[src/rtl/ex_hazard_ctrl_pkg.sv]
// Shared constants and types for the EX-stage hazard sequencer.
package ex_hazard_ctrl_pkg;

  // Opcode/funct constants shared with EX and the decoder
  localparam logic [1:0] ALUOP_RTYPE = 2'b10;
  localparam logic [1:0] ALUOP_BEQ   = 2'b01;
  localparam logic [5:0] FUNCT_MUL   = 6'b000010;

  localparam int CNT_W = 4;

  typedef enum logic [1:0] {
    ST_IDLE     = 2'd0,
    ST_MUL_WAIT = 2'd1,
    ST_FLUSH    = 2'd2
  } hz_state_e;

  // Load-use: the load in EX writes a register the ID instruction reads.
  // r0 is hard-wired zero, so a load into r0 never creates a dependency.
  function automatic logic is_load_use(
    input logic       id_valid,
    input logic [4:0] id_rs_addr,
    input logic [4:0] id_rt_addr,
    input logic       id_uses_rt,
    input logic       ex_mem_read,
    input logic [4:0] ex_rd
  );
    return id_valid && ex_mem_read && (ex_rd != 5'd0) &&
           ((ex_rd == id_rs_addr) || (id_uses_rt && (ex_rd == id_rt_addr)));
  endfunction

endpackage

[src/rtl/ex_hazard_ctrl_sat_counter.sv]
// Saturating up-counter with synchronous clear.
module sat_counter #(
  parameter int WIDTH = 16
) (
  input  logic             clk,
  input  logic             reset,
  input  logic             clear,
  input  logic             inc,
  output logic [WIDTH-1:0] count
);

  // Count up on inc, stick at all-ones
  always_ff @(posedge clk or posedge reset) begin
    if (reset) begin
      count <= '0;
    end else if (clear) begin
      count <= '0;
    end else if (inc && (count != '1)) begin
      count <= count + WIDTH'(1);
    end
  end

endmodule

[src/rtl/ex_hazard_ctrl.sv]
// EX-stage hazard sequencer: MUL stall, load-use bubble, taken-branch squash.
// Handshake note: there is no valid/ready pair here; pc_write_en and
// ifid_write_en act as the "ready" of the front end, sampled every rising edge.
module ex_hazard_ctrl
  import ex_hazard_ctrl_pkg::*;
#(
  parameter int MUL_LAT      = 4,
  parameter int FLUSH_CYCLES = 2
) (
  input  logic        clk,
  input  logic        reset,
  input  logic        id_valid,
  input  logic [4:0]  id_rs_addr,
  input  logic [4:0]  id_rt_addr,
  input  logic        id_uses_rt,
  input  logic        ex_mem_read,
  input  logic [4:0]  ex_rd,
  input  logic        ex_mul_valid,
  input  logic        ex_branch_taken,
  output logic        stall_flag,
  output logic        pc_write_en,
  output logic        ifid_write_en,
  output logic        idex_bubble,
  output logic        squash,
  output logic        busy,
  output logic [15:0] stall_cycles
);

  localparam logic [CNT_W-1:0] MUL_CNT_INIT   = CNT_W'((MUL_LAT > 1) ? MUL_LAT - 2 : 0);
  localparam logic [CNT_W-1:0] FLUSH_CNT_INIT = CNT_W'((FLUSH_CYCLES > 1) ? FLUSH_CYCLES - 2 : 0);

  hz_state_e        state, state_nxt;
  logic [CNT_W-1:0] cnt, cnt_nxt;
  logic             load_use;

  assign load_use = is_load_use(id_valid, id_rs_addr, id_rt_addr, id_uses_rt, ex_mem_read, ex_rd);
  assign busy     = (state != ST_IDLE);

  // State and down-counter register
  always_ff @(posedge clk or posedge reset) begin
    if (reset) begin
      state <= ST_IDLE;
      cnt   <= '0;
    end else begin
      state <= state_nxt;
      cnt   <= cnt_nxt;
    end
  end

  // Next state and Mealy controls; outputs forced to pass values while reset is high
  always_comb begin
    state_nxt     = state;
    cnt_nxt       = cnt;
    stall_flag    = 1'b0;
    pc_write_en   = 1'b1;
    ifid_write_en = 1'b1;
    idex_bubble   = 1'b0;
    squash        = 1'b0;
    if (!reset) begin
      unique case (state)
        ST_IDLE: begin
          if (ex_branch_taken) begin
            squash      = 1'b1;
            idex_bubble = 1'b1;
            if (FLUSH_CYCLES > 1) begin
              state_nxt = ST_FLUSH;
              cnt_nxt   = FLUSH_CNT_INIT;
            end
          end else if (ex_mul_valid && (MUL_LAT > 1)) begin
            stall_flag    = 1'b1;
            pc_write_en   = 1'b0;
            ifid_write_en = 1'b0;
            state_nxt     = ST_MUL_WAIT;
            cnt_nxt       = MUL_CNT_INIT;
          end else if (load_use) begin
            // Load proceeds to MEM; next cycle the hazard is gone
            pc_write_en   = 1'b0;
            ifid_write_en = 1'b0;
            idex_bubble   = 1'b1;
          end
        end
        ST_MUL_WAIT: begin
          if (cnt != '0) begin
            stall_flag    = 1'b1;
            pc_write_en   = 1'b0;
            ifid_write_en = 1'b0;
            cnt_nxt       = cnt - CNT_W'(1);
          end else begin
            // Release cycle: MUL result leaves EX
            state_nxt = ST_IDLE;
          end
        end
        ST_FLUSH: begin
          squash      = 1'b1;
          idex_bubble = 1'b1;
          if (cnt == '0) begin
            state_nxt = ST_IDLE;
          end else begin
            cnt_nxt = cnt - CNT_W'(1);
          end
        end
        default: begin
          state_nxt = ST_IDLE;
          cnt_nxt   = '0;
        end
      endcase
    end
  end

  sat_counter #(.WIDTH(16)) u_stall_cnt (
    .clk   (clk),
    .reset (reset),
    .clear (1'b0),
    .inc   (~pc_write_en),
    .count (stall_cycles)
  );

endmodule

[config.mk]
export PLATFORM = sky130hd
export DESIGN_NAME = ex_hazard_ctrl
export DESIGN_NICKNAME = d
export VERILOG_FILES = /design/src/rtl/ex_hazard_ctrl_pkg.sv /design/src/rtl/ex_hazard_ctrl_sat_counter.sv /design/src/rtl/ex_hazard_ctrl.sv
export SDC_FILE = /design/constraint.sdc
export NUM_CORES = 1
export LEC_CHECK = 0
export ABC_AREA = 1
export CORE_ASPECT_RATIO = 1.1
export CORE_UTILIZATION = 35
export DETAILED_ROUTE_END_ITERATION = 8
export PLACE_DENSITY = 0.64
export RECOVER_POWER = 100
export SYNTH_ARGS = -nofsm -noshare
export SYNTH_HDL_FRONTEND = slang
export SYNTH_HIERARCHICAL = 1
export SYNTH_SLANG_ARGS = --single-unit
[constraint.sdc]
create_clock -name clk -period 5.4 [get_ports clk]
set_clock_uncertainty 0.1 [all_clocks]
set_input_delay 1.35 -clock clk [delete_from_list [all_inputs] [get_ports clk]]
set_output_delay 1.35 -clock clk [all_outputs]
set_load 0.02 [all_outputs]
==> results of run 1 <==
-- kinds of logic after synthesis --
family                     after synthesis  share of synthesized area
adders and majority gates                7                    0.04837
xor gates and xnor gates                 5                    0.02419
and+or+nand+nor                        179                     0.4444
buffers and inverters                   53                     0.1182
other                                    1                   0.002071
AOI/OAI and AO/OA                       18                    0.05874
DFF                                     22                     0.3041
-- per-layer routing --
| layer | track usage | up-vias | wire length (um) |
|---|---|---|---|
| met4 | 0.03400 | 0 | 24 |
| li1 | - | 973 | - |
| met5 | 0 | - | 0 |
| met1 | 0.2045 | 831 | 1926 |
| met2 | 0.3126 | 22 | 2145 |
| met3 | 0.03377 | 2 | 105 |
-- worst min-delay path by stage --
| stage | from | end | slack (ns) | cells past startpoint |
|---|---|---|---|---|
| 6_report | u_stall_cnt/count[0]$_DFFE_PP0P_ | u_stall_cnt/count[0]$_DFFE_PP0P_ | 0.46 | 2 |
| 2_1_floorplan | state[1]$_DFFE_PP0P_ | state[1]$_DFFE_PP0P_ | 0.40 | 2 |
| 3_3_place_gp | u_stall_cnt/count[15]$_DFFE_PP0P_ | u_stall_cnt/count[15]$_DFFE_PP0P_ | 0.44 | 2 |
| 5_1_grt | state[1]$_DFFE_PP0P_ | state[1]$_DFFE_PP0P_ | 0.49 | 2 |
| 4_1_cts | u_stall_cnt/count[15]$_DFFE_PP0P_ | u_stall_cnt/count[15]$_DFFE_PP0P_ | 0.47 | 2 |
| 3_5_place_dp | u_stall_cnt/count[15]$_DFFE_PP0P_ | u_stall_cnt/count[15]$_DFFE_PP0P_ | 0.45 | 2 |
-- per-stage QoR --
step | instances | utilization
6_report | 389 | 0.4635
5_1_grt | 389 | 0.4635
4_1_cts | 389 | 0.4685
3_5_place_dp | 386 | 0.4602
3_3_place_gp | 386 | 0.4602
2_1_floorplan | 289 | -
-- flip-flops by register name, indices dropped and copies added, names as in the netlist --
name,cells
state,2
cnt,4
u_stall_cnt/count,16
-- critical path: stages --
cell,delay (ns)
dlygate4sd3_1,0.59
inv_1,0.07
nand2_1,0.06
nand2_1,0.05
nor2_1,0.08
nand3_1,0.08
nand2_1,0.08
nand2_1,0.09
o21bai_2,0.11
dlygate4sd3_1,0.68
-- cell type report --
type	instances	area (sq um)	share of cell area
Sequential cell	22	550.5	0.2376
Multi-Input combinational cell	214	1037	0.4476
Tap cell	58	72.57	0.03132
Clock buffer	3	41.29	0.01782
Inverter	49	185.2	0.07991
Timing Repair Buffer	43	430.4	0.1857
-- cell usage in the layout (no fill, tap or decap), types with 2 or more instances in the layout --
cell type | Yosys | routed
xnor2_1 | 3 | 3
inv_2 | 3 | 3
nand3b_1 | 3 | 3
clkdlybuf4s50_1 | 0 | 18
nand2_2 | 4 | 2
nand3_1 | 19 | 19
clkbuf_8 | 0 | 3
nor2_4 | 5 | 4
nand4_1 | 13 | 13
inv_1 | 44 | 44
ha_1 | 7 | 7
a21oi_1 | 3 | 4
nor2_1 | 27 | 31
dfrtp_1 | 22 | 22
nand2_1 | 102 | 104
conb_1 | 1 | 5
dlygate4sd3_1 | 0 | 25
o21ai_1 | 5 | 4
nor3_1 | 2 | 2
xor2_1 | 2 | 2
o21ai_0 | 5 | 6
-- power breakdown --
group          total [uW]  switching [uW]  leakage [uW]  internal (uW)
clock                 100            50.5     0.0000216           49.7
combinational         331             206      0.000922            125
sequential            208            18.3      0.000300            189
total                 639             274       0.00124            364
==> impl_metrics.ini, run 1 <==
[run_status]
status = finished with violations
failed_checks = design-rule violations

[clocking]
cts_tree = yes
cts.sinks = 22
path_clk_slew_ns = 0.07
htree_levels = 1
insertion_delay_ns = 0.26
cts.repair.resized = 0
root_buffer = clkbuf_8
cts_buffers = 3
postCtsSetupBuffers = 0
clock_path_buffers = 2
holdBufCountCts = 0

[timing]
rsz0062_at_grt = no
slew_viol_final = 0
fin_tns_setup_ns = 0
final-setup-viol-count = 0
fin_crit_sh = 0.8651
fmax_mhz = 214.1
slew_headroom = 0.3557
fin_crit_ns = 4.671
timing.final.ws_setup_ns = 0.7287
holdWs_ns = 0.4571
worst_pin_slew_ns = 0.9629
finalHoldViolCount = 0

[yosys]
synthTopCellsByArea = dfrtp_1 (30%), nand2_1 (21%), inv_1 (9.1%), nor2_1 (5.6%), nand3_1 (5.3%)
ys_types = 31
synth_edf_count = 0
yosys_warnings = 6
synth.top_cells.by_count = nand2_1 (102), inv_1 (44), nor2_1 (27)
synth.cell_area_sq_um = 1810
syn_inst = 285
synth_flop_cell = dfrtp_1
yosysMostFrequentCell = nand2_1
avgSynthCellArea_sq_um = 6.353
netlist.area_leader.share = 0.3041
ys_async_sr_fraction = 1.000
synth_seq_cells = 22
yosysSeqAreaShare = 0.3041
yosysTopAreaCell = dfrtp_1

[cells_and_area]
antenna_cells = 0
drive_gt1_frac = 0.04532
syn2layout_area_growth_pct = 27.99
fillers = 542
fin_nets = 362
fin_area_sq_um = 2317

[worst_setup_path]
worst-path-max-fanout = 4
start_kind = primary input
r2r_end = u_stall_cnt/count[1]$_DFFE_PP0P_
end_kind = primary output
critPathCapture = idex_bubble
reg2reg_depth = 11
critPathLaunch = ex_rd[1]
r2r-start = state[1]$_DFFE_PP0P_
arrival_ns = 3.22
worstPathRequired_ns = 3.95
ff2ff_setup_slack_ns = 2.35
crit_type = primary input to primary output

[pwr]
worst_ir_drop_vdd_uv = 175.0
leakage_uw = 0.001244
total_power_uw = 638.6
power_density_nw_per_um2 = 275.6

[job]
max_cap_violations = 0

[placed_design]
gp_congestion = 0.7698
hpwl_mm = 3.283
place_area_sq_um = 2301
port_buffers = 43
place_ws_ns = 0.8490

[global_routing]
antenna_found_initial = 0
grt_use_total = 0.1700
gr-total-overflow = 0
grt_max_degree = 17
grt_pass1_wl_mm = 7.472
grt_pass1_vias = 1695

[routing]
drc = 7
drtIter0Drc = 110
wirelength_mm = 4.202
vias_per_cell = 4.699
dr.pass1.iters = 6
vias = 1828
wl_per_cell_um = 10.80
ant_nets = 0

[floorplan]
start_util = 0.3621
io_pins = 44
num_rows = 27
chipWidth_um = 70.58
dieHeight_um = 77.44
coreArea_sq_um = 5000
dieArea_sq_um = 5465

[hold_path]
holdCritPathClass = flop to flop
(Power assumes the default switching activity.)
==> run 2, diff against run 1 <==
--- a/config.mk
+++ b/config.mk
@@ -5,11 +5,10 @@
 export SDC_FILE = /design/constraint.sdc
 export NUM_CORES = 1
 export LEC_CHECK = 0
-export ABC_AREA = 1
 export CORE_ASPECT_RATIO = 1.1
-export CORE_UTILIZATION = 35
+export CORE_UTILIZATION = 50
 export DETAILED_ROUTE_END_ITERATION = 8
-export PLACE_DENSITY = 0.64
+export PLACE_DENSITY = 0.87
 export RECOVER_POWER = 100
 export SYNTH_ARGS = -nofsm -noshare
 export SYNTH_HDL_FRONTEND = slang
==> run 2 against run 1 <==
  * Worst hold slack got worse by 0.0093 ns
  * Via count shrank 18%
  * Area after synthesis down 12%
  * Largest power group unchanged
  * The flow now finishes without violations
  * Highest routed layer unchanged
  * Clock-buffer cell count increased by 1
  * Global-route usage increased by 3.5 points
  * First-iteration DRC count shrank 36%
  * Critical path depth is 4 lower
  * Critical path type unchanged
  * Cell area shrank 11%
  * Flip-flop and latch count did not move
==> impl_metrics.ini, run 2 <==
[run_status]
status = complete, no violations

[routing]
wirelength_mm = 3.538
drc = 0
vias_per_cell = 5.836
wl_per_cell_um = 13.82
vias = 1494
dr.pass1.iters = 4
ant_nets = 0
drtIter0Drc = 70

[cells_and_area]
fin_nets = 252
top_regs = u_stall_cnt/count: 16 flops, cnt: 4 flops, state: 2 flops
syn2layout_area_growth_pct = 29.17
layout_commonest_cell = dlygate4sd3_1
antenna_cells = 0
fin_area_sq_um = 2056
final_cell_mix = dlygate4sd3_1 (25), dfrtp_1 (22), clkdlybuf4s50_1 (18), a21oi_1 (15), nand2_1 (12)
largest_reg_flops = 16
largest_register = u_stall_cnt/count
seq_area_sq_um = 550.5
drive_gt1_frac = 0.05856
fillers = 244
multi_input_area_sq_um = 958.4

[worst_setup_path]
crit_type = primary input to primary output
arrival_ns = 3.60
start_kind = primary input
end_kind = primary output
worstPathRequired_ns = 3.95
worst-path-max-fanout = 3

[yosys]
syn_inst = 180
synth.top_cells.by_count = dfrtp_1 (22), a21oi_1 (15), nand2_1 (12)
yosysTopAreaCell = dfrtp_1
synth.cell_area_sq_um = 1592
yosys_warnings = 6
synth_flop_cell = dfrtp_1
netlist.area_leader.share = 0.3459
ys_types = 44
synth_seq_cells = 22
synthTopCellsByArea = dfrtp_1 (35%), ha_1 (5.5%), xnor2_1 (5.5%), a21oi_1 (4.7%), o21ai_0 (3.1%)
yosysSeqAreaShare = 0.3459
ys_async_sr_fraction = 1.000
yosysMostFrequentCell = dfrtp_1
avgSynthCellArea_sq_um = 8.842
synth_edf_count = 0
synthesis.nets = 209

[timing]
slew_headroom = 0.5626
final-setup-viol-count = 0
fin_crit_ns = 5.047
holdWs_ns = 0.4478
fin_tns_setup_ns = 0
worst_pin_slew_ns = 0.6501
fin_crit_sh = 0.9347
slew_viol_final = 0
rsz0062_at_grt = no
fmax_mhz = 198.1
finalHoldViolCount = 0

[global_routing]
grt_max_degree = 20
grt_use_total = 0.2051
antenna_found_initial = 0
gr-total-overflow = 0
grt_pass1_wl_mm = 5.561
grt_pass1_vias = 1245

[pwr]
power_density_nw_per_um2 = 296.7
worst_ir_drop_vdd_uv = 232.0
leakage_uw = 0.0008446

[floorplan]
start_util = 0.5222
coreArea_sq_um = 3048
dieArea_sq_um = 3413
chipWidth_um = 55.79
dieHeight_um = 61.17
num_rows = 21
io_pins = 44

[job]
max_cap_violations = 0

[clocking]
cts.repair.resized = 0
path_clk_slew_ns = 0.11
cts_tree = yes
insertion_delay_ns = 0.31
htree_levels = 1
holdBufCountCts = 0
cts.sinks = 22
clock_path_buffers = 2
root_buffer = clkbuf_4
cts_buffers = 3
postCtsSetupBuffers = 0

[placed_design]
hpwl_mm = 2.626
port_buffers = 43
gp_congestion = 0.7517
place_area_sq_um = 2041

[hold_path]
holdCritPathClass = flop to flop
-- run 2: changes by cell type after synthesis, sizes merged, moves of 5 or more --
cell | previous run | this run
or4 | 0 | 9
inv | 48 | 10
nand4 | 13 | 6
nand2b | 0 | 7
a21oi | 4 | 15
or3 | 0 | 7
nor2b | 0 | 5
nand2 | 107 | 12
nor2 | 35 | 11
o31ai | 0 | 5
xnor2 | 3 | 10
nand3 | 19 | 8
-- run 2: layer usage --
metal,wire length (um),vias to the layer above,part of all wire,track usage
met5,0,-,0,0
li1,-,755,-,-
met4,25,0,0.0071,0.07500
met1,1692,684,0.48,0.2752
met2,1601,53,0.45,0.3391
met3,219,2,0.062,0.03571
-- run 2: report_power, final --
| group | leakage, uW | internal [uW] | switching (uW) | total [uW] |
|---|---|---|---|---|
| sequential | 0.000301 | 188 | 19.9 | 208 |
| combinational | 0.000523 | 140 | 170 | 310 |
| clock | 0.0000210 | 41.1 | 50.5 | 91.6 |
-- run 2: final cells by class --
type	count	share of cell area
clock buffer	4	0.01765
inverter	10	0.01826
multi-input combinational	143	0.4662
sequential	22	0.2678
tap	34	0.02069
timing repair buffer	43	0.2094
-- run 2: logic make-up (layout without fill, tap and decap cells) --
group / Yosys count / after routing / synth area share
AOI/OAI and AO/OA: 43 / 43 / 0.1863
xor gates and xnor gates: 10 / 10 / 0.05503
adders and majority gates: 7 / 7 / 0.05503
buffers and inverters: 15 / 57 / 0.03852
DFF: 22 / 22 / 0.3459
muxes: 4 / 4 / 0.02673
other: 1 / 1 / 0.002356
and+or+nand+nor: 78 / 78 / 0.2901
-- run 2: final timing paths --
| check | from | to | slack, ns | cells after the start |
|---|---|---|---|---|
| setup / recovery | ex_rd[1] | pc_write_en | 0.35 | 6 |
| hold / removal | cnt[3]$_DFFE_PP0P_ | cnt[3]$_DFFE_PP0P_ | 0.45 | 1 |
| setup reg to reg | state[0]$_DFFE_PP0P_ | u_stall_cnt/count[13]$_DFFE_PP0P_ | 2.09 | 10 |
| hold reg to reg | cnt[3]$_DFFE_PP0P_ | cnt[3]$_DFFE_PP0P_ | 0.45 | 1 |
| max in group asynchronous | reset | u_stall_cnt/count[0]$_DFFE_PP0P_ | 3.21 | 2 |
| min in group asynchronous | reset | state[0]$_DFFE_PP0P_ | 1.47 | 2 |
-- run 2: stage by stage --
step | total power, uW | setup WS, ns | instances | util
2_1_floorplan | 445.0 | 1.226 | 180 | -
3_3_place_gp | 537.8 | 0.5408 | 252 | 0.6695
3_5_place_dp | 541.9 | 0.4964 | 252 | 0.6695
4_1_cts | 634.6 | 0.5013 | 256 | 0.6814
5_1_grt | 661.3 | 0.2446 | 256 | 0.6745
6_report | 609.9 | 0.3527 | 256 | 0.6745
-- run 2: critical path: stages --
cell,delay [ns]
dlygate4sd3_1,0.60
or4_4,0.55
o211ai_2,0.19
nor2_2,0.06
a21oi_1,0.16
dlygate4sd3_1,0.69
==> run 3, diff against run 2 <==
==> constraint.sdc (replaced) <==
create_clock -name clk -period 6.5 [get_ports clk]
set_clock_uncertainty 0.1 [all_clocks]
set_input_delay 1.625 -clock clk [delete_from_list [all_inputs] [get_ports clk]]
set_output_delay 1.625 -clock clk [all_outputs]
set_load 0.02 [all_outputs]
==> run 3 against run 2 <==
  * Register-to-register slack better by 1.1 ns
  * Non-clock buffer count stayed put
  * Sequential share of layout area is 0.18 points higher
  * Clock power is 34% lower
  * Critical path type unchanged
  * Clock-buffer cell count is 1 lower
  * Combinational power is 17% lower
  * Global-route usage is 0.96 points higher
  * Worst hold slack worse by 0.0067 ns
  * Die area stayed put
  * Flip-flop and latch count stayed put
  * Cell area is 0.67% lower
  * Total power is 19% lower
==> impl_metrics.ini, run 3 (synthesized netlist as in run 2, its figures left out) <==
[hold_path]
holdCritPathClass = flop to flop

[floorplan]
io_pins = 44
coreArea_sq_um = 3048
num_rows = 21
dieHeight_um = 61.17
chipWidth_um = 55.79
dieArea_sq_um = 3413
start_util = 0.5222

[global_routing]
gr-total-overflow = 0
grt_pass1_vias = 1317
grt_pass1_wl_mm = 5.775
grt_max_degree = 20
antenna_found_initial = 0
grt_use_total = 0.2147

[cells_and_area]
antenna_cells = 0
largest_reg_flops = 16
fin_area_sq_um = 2042
layout_commonest_cell = dlygate4sd3_1
syn2layout_area_growth_pct = 28.30
fin_nets = 252
fillers = 262
final_cell_mix = dlygate4sd3_1 (24), dfrtp_1 (22), clkdlybuf4s50_1 (19), a21oi_1 (15), nand2_1 (12)
top_regs = u_stall_cnt/count: 16 flops, cnt: 4 flops, state: 2 flops
postLayoutCoreUtil = 0.6700
largest_register = u_stall_cnt/count
drive_gt1_frac = 0.05430

[clocking]
path_clk_slew_ns = 0.10
holdBufCountCts = 0
cts_buffers = 3
postCtsSetupBuffers = 0
htree_levels = 1
cts.sinks = 22
cts_tree = yes
cts.repair.resized = 0
clock_path_buffers = 2
insertion_delay_ns = 0.31
root_buffer = clkbuf_4

[routing]
drtIter0Drc = 72
ant_nets = 0
dr.pass1.iters = 4
wirelength_mm = 3.604
vias_per_cell = 5.831
vias = 1487
drc = 0
wl_per_cell_um = 14.13

[worst_setup_path]
start_kind = primary input
worst-path-max-fanout = 3
end_kind = primary output
arrival_ns = 3.78
cp_slowest_stage_delay_ns = 0.69
worstPathRequired_ns = 4.78
crit_type = primary input to primary output
path_cells = clkdlybuf4s50_1, or4_4, o211ai_2, nor2_2, a21oi_1, dlygate4sd3_1
cpMaxStageDelayCell = dlygate4sd3_1

[placed_design]
place_ws_ns = 1.039
hpwl_mm = 2.703
place_area_sq_um = 2041
gp_congestion = 0.7519
port_buffers = 43

[timing]
slew_viol_final = 0
fin_tns_setup_ns = 0
worst_pin_slew_ns = 0.6539
fin_crit_ns = 5.508
slew_headroom = 0.5600
finalHoldViolCount = 0
rsz0062_at_grt = no
holdWs_ns = 0.4411
fin_crit_sh = 0.8474
final-setup-viol-count = 0
timing.final.ws_setup_ns = 0.9919
fmax_mhz = 181.6

[pwr]
leakage_uw = 0.0008372
worst_ir_drop_vdd_uv = 185.1
power_density_nw_per_um2 = 241.1

[run_status]
status = complete, no violations

[job]
max_cap_violations = 0
-- run 3: final timing paths --
kind / startpoint / end / slack [ns] / depth (start not counted)
max: ex_rd[1] / pc_write_en / 0.99 / 6
min: cnt[3]$_DFFE_PP0P_ / cnt[3]$_DFFE_PP0P_ / 0.44 / 1
max reg2reg: state[1]$_DFFE_PP0P_ / u_stall_cnt/count[13]$_DFFE_PP0P_ / 3.20 / 10
min reg2reg: cnt[3]$_DFFE_PP0P_ / cnt[3]$_DFFE_PP0P_ / 0.44 / 1
max in group asynchronous: reset / u_stall_cnt/count[1]$_DFFE_PP0P_ / 4.03 / 2
min in group asynchronous: reset / state[1]$_DFFE_PP0P_ / 1.75 / 2
-- run 3: through the flow --
stage	total power, uW	cells
after floorplan	369.7	180
final	492.2	255
after detailed placement	452.3	252
after CTS	514.6	255
after global placement	446.8	252
after global routing	535.9	255
-- run 3: area by class of cell --
type	instances	area, sq um	share of cell area
clock buffers	3	22.52	0.01103
inverters	10	37.54	0.01838
multi-input cells	143	958.4	0.4694
flip-flops and latches	22	550.5	0.2696
well taps	34	42.54	0.02083
repair buffers	43	430.4	0.2108
-- run 3: power by group --
| part | total, uW | switching (uW) | internal, uW |
|---|---|---|---|
| clock network | 60.1 | 38.5 | 21.6 |
| registers | 174 | 17.4 | 157 |
| logic | 258 | 142 | 116 |
| total | 492 | 198 | 295 |
-- run 3: metal layers --
metal / vias up / wire length, um / GRT usage
met2: 54 / 1688 / 0.3873
met3: 6 / 208 / 0.03571
li1: 744 / - / -
met4: 0 / 39 / 0.07857
met5: - / 0 / 0
met1: 683 / 1668 / 0.2648
-- run 3: critical path, delay by kind of cell --
family / cells / cell delay, ns
buffers and inverters: 2 / 1.17
AOI/OAI and AO/OA: 2 / 0.37
and+or+nand+nor: 2 / 0.61
